`src/rtl/pipe_adder_if.sv`:
```
// Operand/result stream bundle for pipe_adder.
// master = producer/consumer side, slave = the adder itself.
interface pipe_adder_if #(
    parameter int WIDTH = 32
);
    logic             in_valid;
    logic             in_ready;
    logic [WIDTH-1:0] a;
    logic [WIDTH-1:0] b;
    logic             ci;
    logic             sub;
    logic             out_valid;
    logic             out_ready;
    logic [WIDTH-1:0] s;
    logic             co;
    logic             ov;

    modport master (
        output in_valid, a, b, ci, sub, out_ready,
        input  in_ready, out_valid, s, co, ov
    );

    modport slave (
        input  in_valid, a, b, ci, sub, out_ready,
        output in_ready, out_valid, s, co, ov
    );
endinterface

```
`src/rtl/pipe_adder.sv`:
```
// Pipelined add/sub: one SEG-bit segment per stage, carry registered between.
// Ports: clk, rstn (sync, active low), io (pipe_adder_if.slave stream).
module pipe_adder #(
    parameter int WIDTH = 32,
    parameter int SEG   = 8
) (
    input  logic        clk,
    input  logic        rstn,
    pipe_adder_if.slave io
);
    localparam int STAGES = WIDTH / SEG;
    localparam int LAST   = STAGES - 1;

    // Stage k: sum bits below (k+1)*SEG are final; operand bits above
    // are still waiting for their stage.
    logic             r_vld [STAGES];
    logic             r_c   [STAGES];
    logic [WIDTH-1:0] r_s   [STAGES];
    logic [WIDTH-1:0] r_a   [STAGES];
    logic [WIDTH-1:0] r_b   [STAGES];
    logic             r_ov;

    logic             w_rdy  [STAGES];
    logic             w_vin  [STAGES];
    logic             w_cin  [STAGES];
    logic             w_cout [STAGES];
    logic [WIDTH-1:0] w_ain  [STAGES];
    logic [WIDTH-1:0] w_bin  [STAGES];
    logic [WIDTH-1:0] w_sin  [STAGES];
    logic [WIDTH-1:0] w_snew [STAGES];
    logic [SEG:0]     w_seg  [STAGES];
    logic [WIDTH-1:0] w_bp;
    logic             w_c0;
    logic             w_chain;
    logic             w_ov;

    always_comb begin
        // Subtract as a + ~b + ~ci so co reads as "no borrow".
        w_bp = io.sub ? ~io.b : io.b;
        w_c0 = io.sub ? ~io.ci : io.ci;

        // A stage can load if it is empty or its successor drains.
        w_chain = io.out_ready;
        for (int k = LAST; k >= 0; k--) begin
            w_chain  = !r_vld[k] || w_chain;
            w_rdy[k] = w_chain;
        end

        w_vin[0] = io.in_valid;
        w_ain[0] = io.a;
        w_bin[0] = w_bp;
        w_cin[0] = w_c0;
        w_sin[0] = '0;
        for (int k = 1; k < STAGES; k++) begin
            w_vin[k] = r_vld[k-1];
            w_ain[k] = r_a[k-1];
            w_bin[k] = r_b[k-1];
            w_cin[k] = r_c[k-1];
            w_sin[k] = r_s[k-1];
        end

        for (int k = 0; k < STAGES; k++) begin
            w_seg[k] = {1'b0, w_ain[k][k*SEG +: SEG]}
                     + {1'b0, w_bin[k][k*SEG +: SEG]}
                     + {{SEG{1'b0}}, w_cin[k]};
            w_snew[k] = w_sin[k];
            w_snew[k][k*SEG +: SEG] = w_seg[k][SEG-1:0];
            w_cout[k] = w_seg[k][SEG];
        end

        // Same-sign operands giving an opposite-sign result.
        w_ov = (w_ain[LAST][WIDTH-1] == w_bin[LAST][WIDTH-1])
            && (w_snew[LAST][WIDTH-1] != w_ain[LAST][WIDTH-1]);
    end

    always_ff @(posedge clk) begin
        if (!rstn) begin
            r_ov <= 1'b0;
            for (int k = 0; k < STAGES; k++) begin
                r_vld[k] <= 1'b0;
                r_c[k]   <= 1'b0;
                r_s[k]   <= '0;
                r_a[k]   <= '0;
                r_b[k]   <= '0;
            end
        end else begin
            for (int k = 0; k < STAGES; k++) begin
                if (w_rdy[k]) begin
                    r_vld[k] <= w_vin[k];
                    if (w_vin[k]) begin
                        r_s[k] <= w_snew[k];
                        r_a[k] <= w_ain[k];
                        r_b[k] <= w_bin[k];
                        r_c[k] <= w_cout[k];
                    end
                end
            end
            if (w_rdy[LAST] && w_vin[LAST]) begin
                r_ov <= w_ov;
            end
        end
    end

    assign io.in_ready  = rstn && w_rdy[0];
    assign io.out_valid = r_vld[LAST];
    assign io.s         = r_s[LAST];
    assign io.co        = r_c[LAST];
    assign io.ov        = r_ov;
endmodule

```
`src/flat_wrapper.sv`:
```
// flat-port wrapper written by rule: the top's interface ports become plain ports
module pipe_adder_flat 
#(
    parameter int WIDTH = 32,
    parameter int SEG   = 8
)
  (clk, rstn, io_in_valid, io_a, io_b, io_ci, io_sub, io_out_ready, io_in_ready, io_out_valid, io_s, io_co, io_ov);
  pipe_adder_if #(.WIDTH(WIDTH)) io_i ();
  input  logic clk;
  input  logic rstn;
  input wire logic [$bits(io_i.in_valid)-1:0] io_in_valid;
  input wire logic [$bits(io_i.a)-1:0] io_a;
  input wire logic [$bits(io_i.b)-1:0] io_b;
  input wire logic [$bits(io_i.ci)-1:0] io_ci;
  input wire logic [$bits(io_i.sub)-1:0] io_sub;
  input wire logic [$bits(io_i.out_ready)-1:0] io_out_ready;
  output wire logic [$bits(io_i.in_ready)-1:0] io_in_ready;
  output wire logic [$bits(io_i.out_valid)-1:0] io_out_valid;
  output wire logic [$bits(io_i.s)-1:0] io_s;
  output wire logic [$bits(io_i.co)-1:0] io_co;
  output wire logic [$bits(io_i.ov)-1:0] io_ov;
  assign io_i.in_valid = io_in_valid;
  assign io_i.a = io_a;
  assign io_i.b = io_b;
  assign io_i.ci = io_ci;
  assign io_i.sub = io_sub;
  assign io_i.out_ready = io_out_ready;
  assign io_in_ready = io_i.in_ready;
  assign io_out_valid = io_i.out_valid;
  assign io_s = io_i.s;
  assign io_co = io_i.co;
  assign io_ov = io_i.ov;
  pipe_adder #(.WIDTH(WIDTH), .SEG(SEG)) u_core (.clk(clk), .rstn(rstn), .io(io_i));
endmodule
```
`config.mk`:
```
export PLATFORM = sky130hd
export DESIGN_NAME = pipe_adder_flat
export DESIGN_NICKNAME = d
export VERILOG_FILES = /design/src/rtl/pipe_adder_if.sv /design/src/rtl/pipe_adder.sv /design/src/flat_wrapper.sv
export SDC_FILE = /design/constraint.sdc
export NUM_CORES = 1
export LEC_CHECK = 0
export CAP_MARGIN = 15
export CORE_UTILIZATION = 50
export DETAILED_ROUTE_END_ITERATION = 6
export PLACE_DENSITY = 0.72
export SLEW_MARGIN = 5
export SYNTH_ARGS = -nofsm -noshare
export SYNTH_HDL_FRONTEND = slang
export SYNTH_SLANG_ARGS = --single-unit
```
`constraint.sdc`:
```
create_clock -name clk -period 4.07 [get_ports clk]
set_clock_uncertainty 0.05 [all_clocks]
set_input_delay 0.814 -clock clk [delete_from_list [all_inputs] [get_ports clk]]
set_output_delay 0.814 -clock clk [all_outputs]
set_load 0.02 [all_outputs]
```
Word-level counts from Yosys, hierarchy flattened --
Memory sizes are Yosys's and may differ from the RTL's. Cells that the tools add are included.
Cells by class: add/subtract/negate cells 8, equal/unequal tests 2, reductions and logical operators 11, muxes and demuxes 51, bitwise logic cells 22
Operators by type and width (count):
- 32-bit two-way mux | 13
- 1-bit two-way mux | 38
- 8-bit by 8-bit adder with 9-bit output | 4
- 9-bit by 1-bit adder with 9-bit output | 4
- 32-bit NOT | 1
- 1-bit bitwise OR | 20
- 1-bit zero test | 4
- 1-bit logical OR | 4
- 1-bit logical AND | 3
- 1-bit == test | 1
- 1-bit inequality test | 1
- 1-bit NOT | 1
Word-level totals: output and inout port bits 36, memories 5, word-level logic and storage cells 100, register bits 1, memory bits (writable) 392, bits of input ports 70
Memories:
- u_core.r_a | words 4, width 32, rd ports 3, clocked after memory_dff 0, write ports 4, line pipe_adder.sv:19 | logic [WIDTH-1:0] r_a [STAGES];
- u_core.r_b | words 4, width 32, rd ports 3, clocked after memory_dff 0, write ports 4, line pipe_adder.sv:20 | logic [WIDTH-1:0] r_b [STAGES];
- u_core.r_s | words 4, width 32, rd ports 4, clocked after memory_dff 0, write ports 4, line pipe_adder.sv:18 | logic [WIDTH-1:0] r_s [STAGES];
- u_core.r_c | words 4, width 1, rd ports 4, clocked after memory_dff 0, write ports 4, line pipe_adder.sv:17 | logic r_c [STAGES];
- u_core.r_vld | words 4, width 1, rd ports 4, clocked after memory_dff 0, write ports 4, line pipe_adder.sv:16 | logic r_vld [STAGES];

Depth between registers and ports, before layout --
An unclocked memory read counts as a cell.
depth after elaboration 10, gate-level depth with buffers 10, gate-level depth less buffers 8

Least setup slack after synthesis --
OpenSTA, ideal clock, no wires.
path type in2reg, start point input io_sub, end point memory u_core.r_c[0][0] (data pin), data arrival time 3.015 ns, library setup time 0.259 ns, buffers on the path 2, data required time 3.761 ns, slack 0.746 ns, stages on the path 10, path through clkbuf_1 -> buf_2 -> xor2_1 -> fa_1 -> fa_1 -> a21o_1 -> a21oi_1 -> o21ai_0 -> a211oi_1 -> nor2_1
RTL lines:
- from (decl) | line flat_wrapper.sv:15 | input wire logic [$bits(io_i.sub)-1:0] io_sub;
- to (decl) | line pipe_adder.sv:17

Final worst setup path --
start point input io_out_ready, end point output io_in_ready
On the way: word-level cells in the longest chain between the ends 5
Ends and longest elaborated chain:
- from (decl) | line flat_wrapper.sv:16 | input wire logic [$bits(io_i.out_ready)-1:0] io_out_ready;
- 1-bit logical OR (4 in a row) | line pipe_adder.sv:45 | w_chain = !r_vld[k] || w_chain;
- 1-bit logical AND | line pipe_adder.sv:104 | assign io.in_ready = rstn && w_rdy[0];
- to (decl) | line flat_wrapper.sv:17 | output wire logic [$bits(io_i.in_ready)-1:0] io_in_ready;
No other way between the ends.

==> results.sh <==
export IMPL_run_status="finished clean"
export IMPL_synth_xor_xnor_area_share=0.04796
export IMPL_cts_resized=0
export IMPL_drv_slew=0
export IMPL_period_share=0.8093
export IMPL_overflow=0
export IMPL_pre_cts_ws_ns=0.5042
export IMPL_num_fill_cells=1241
export IMPL_die_x_um=131.6
export IMPL_muxShareOfSynthArea=0.002383
export IMPL_port_buffers=105
export IMPL_drt_iter0_markers=275
export IMPL_areaGrowthSynthToFinish_pct=22.37
export IMPL_cts_sinks=185
export IMPL_drcViolationCount=0
export IMPL_start_kind="primary input"
export IMPL_synth_compound_area_frac=0.04394
export IMPL_seq_area_frac_synth=0.6601
export IMPL_final_cell_mix="edfxtp_1, and2_1, clkdlybuf4s50_1"
export IMPL_clock_latency_ns=0.42
export IMPL_fin_tns_setup_ns=0
export IMPL_grt_max_degree=46
export IMPL_rsz0062_at_grt="false"
export IMPL_synth_edff_count=184
export IMPL_seq_power_share=0.514
export IMPL_grt_usage=0.1560
export IMPL_synthesis_area_mm2=0.008401
export IMPL_cts_max_level=4
export IMPL_routedWlPerCell_um=13.37
export IMPL_leakagePower_nw=3.963
export IMPL_synthAdderAreaFrac=0.06077
export IMPL_cts_made_buffers=17
export IMPL_final_core_util=0.6243
export IMPL_synthCells=597
export IMPL_fin_crit_ns=3.294
export IMPL_min_path_type="reg -> reg"
export IMPL_crit_path_end_kind="output pin"
export IMPL_synth_simple_area_share=0.1647
export IMPL_synth_warning_count=0
export IMPL_root_buffer="clkbuf_16"
export IMPL_grt_pass1_wl_um=21280
export IMPL_initial_core_util=0.5102
export IMPL_core_area_mm2=0.01647
export IMPL_die_h_um=131.6
export IMPL_async_flop_share=0
export IMPL_max_freq_ghz=0.3036
export IMPL_synth_top_family_by_area="simple AND/OR/NAND/NOR gates"
export IMPL_grt_antenna_before_repair=0
export IMPL_avgSynthCellArea_um2=14.07
export IMPL_gp_congestion=0.7314
export IMPL_max_vdd_ir_drop_mv=0.3154
export IMPL_comb_power_share=0.101
export IMPL_slowest_stage="clkdlybuf4s50_1"
export IMPL_final_common_cell="edfxtp_1"
export IMPL_crit_fanout=4
export IMPL_dpl_hpwl_um=9155
export IMPL_cap_violations=0
export IMPL_clock_path_buffers=2
export IMPL_setup_viol=0
export IMPL_synth_cell_types=50
export IMPL_crit_top_cell="clkdlybuf4s50_1"
export IMPL_first_pass_iters=4
export IMPL_layout_setup_ws_ns=0.7761
export IMPL_post_cts_buffers=0
export IMPL_p_per_area_mw_per_mm2=426.7
export IMPL_drive_gt1_frac=0.09847
export IMPL_path_cells="clkdlybuf4s50_1 > and3b_4 > nand3_2 > and2_4 > clkdlybuf4s50_1"
export IMPL_switching_share=0.2106
export IMPL_cts_hold_buf=0
export IMPL_ant_nets=0
export IMPL_routed_wl_um=12580
export IMPL_cp_arrival_ns=2.43
export IMPL_via_count=4483
export IMPL_clk_pin_slew_ns=0.07
export IMPL_ys_ff_latch=185
export IMPL_ys_flop_type="edfxtp_1"
export IMPL_hold_violations=0
export IMPL_worstMarginPinSlew_ns=0.9227
export IMPL_cts_tree="done"
export IMPL_io_pins=106
export IMPL_p_int_mw=3.462
export IMPL_via_per_inst=4.764
export IMPL_die_area_mm2=0.01732
export IMPL_max_stage_delay_ns=0.53
export IMPL_maxSlewHeadroom=0.3842
export IMPL_antennaDiodeCount=0
export IMPL_grt_pass1_vias=4457
export IMPL_num_rows=47
export IMPL_required_ns=3.21
export IMPL_path_class="in -> out"
export IMPL_synthesis_nets=703
export IMPL_switchingPower_mw=0.9237
export IMPL_power_share_clock=0.386
export IMPL_nets=814
==> sequential cells by signal, summed over array words and instances (netlist names) <==
register / flops
u_core.io.ov: 1
u_core.r_a: 48
u_core.r_b: 48
u_core.r_c: 4
u_core.r_s: 80
u_core.r_vld: 4
==> metrics by stage <==
step | std cells | hold slack [ns] | area [um^2] | total power, mW
floorplan | 597 | 0.4467 | 8401 | 2.563
global placement | 909 | 0.4325 | 9669 | 2.720
detailed placement | 909 | 0.4578 | 9669 | 2.739
CTS | 941 | 0.4697 | 10280 | 4.420
global route | 941 | 0.4830 | 10280 | 4.540
finish | 941 | 0.4663 | 10280 | 4.386
==> critical path, delay by kind of cell <==
family	cells	cell delay (ns)
buffers and inverters	2	0.97
and+or+nand+nor	3	0.63
==> Yosys cell counts, types with 2 or more instances <==
| master | count | share of area |
|---|---|---|
| o21ai_1 | 2 | 0.0012 |
| buf_6 | 2 | 0.0027 |
| xor2_1 | 15 | 0.016 |
| nand2_4 | 2 | 0.0027 |
| nand3_2 | 2 | 0.0024 |
| inv_1 | 13 | 0.0058 |
| edfxtp_1 | 184 | 0.66 |
| and3_1 | 2 | 0.0015 |
| and2_1 | 111 | 0.083 |
| clkbuf_1 | 6 | 0.0027 |
| xnor2_1 | 31 | 0.032 |
| nand3_1 | 3 | 0.0018 |
| clkbuf_2 | 3 | 0.0018 |
| fa_1 | 8 | 0.019 |
| or2_2 | 2 | 0.0015 |
| nand2_1 | 14 | 0.0063 |
| o21ai_0 | 10 | 0.0060 |
| nand3b_1 | 2 | 0.0018 |
| a21o_1 | 6 | 0.0054 |
| buf_4 | 2 | 0.0018 |
| mux2i_1 | 2 | 0.0024 |
| nor2b_1 | 5 | 0.0037 |
| buf_2 | 7 | 0.0042 |
| nor2_1 | 59 | 0.026 |
| nor3_1 | 6 | 0.0036 |
| o31a_1 | 3 | 0.0031 |
| a21oi_1 | 13 | 0.0077 |
| o21bai_1 | 3 | 0.0027 |
| and2_4 | 19 | 0.020 |
| ha_1 | 28 | 0.042 |
| a211oi_1 | 7 | 0.0063 |
| nand2b_1 | 4 | 0.0030 |
| o21a_1 | 4 | 0.0036 |
==> power groups by stage <==
stage | sequential (mW) | clock (mW) | combinational (mW)
after global placement | 2.29 | 0 | 0.430
after floorplan | 2.31 | 0 | 0.255
after global routing | 2.26 | 1.79 | 0.490
final | 2.25 | 1.69 | 0.441
after CTS | 2.25 | 1.72 | 0.447
after detailed placement | 2.29 | 0 | 0.445
==> metal layers <==
layer,GRT usage,wire [um]
met1,0.2056,6054
met5,0,0
met4,0.05814,191
met3,0.04012,525
met2,0.2490,5811
==> worst paths after layout <==
check | startpoint | to | slack, ns | cells after the start
setup reg to reg | u_core.r_b[0][8] | u_core.r_c[0][1] | 1.59 | 7
hold / removal | u_core.r_s[2][9] | u_core.r_s[3][9] | 0.47 | 1
hold reg to reg | u_core.r_s[2][9] | u_core.r_s[3][9] | 0.47 | 1
setup / recovery | io_out_ready | io_in_ready | 0.78 | 5
==> logic make-up after synthesis <==
family | count (synthesis)
compound gates | 55
flops | 185
buf+inv | 35
fa+ha+maj | 36
simple gates | 238
xor+xnor | 46
mux | 2
==> area by class of cell <==
type / count / area, um^2 / area share
timing repair buffer: 112 / 1099 / 0.1069
tap: 220 / 275.3 / 0.02678
clock buffer: 20 / 436.7 / 0.04248
clock inverter: 12 / 173.9 / 0.01692
inverter: 15 / 58.81 / 0.005721
sequential: 185 / 5545 / 0.5394
multi-input combinational: 377 / 2691 / 0.2618
No activity file was read; power rests on OpenSTA's default activity.
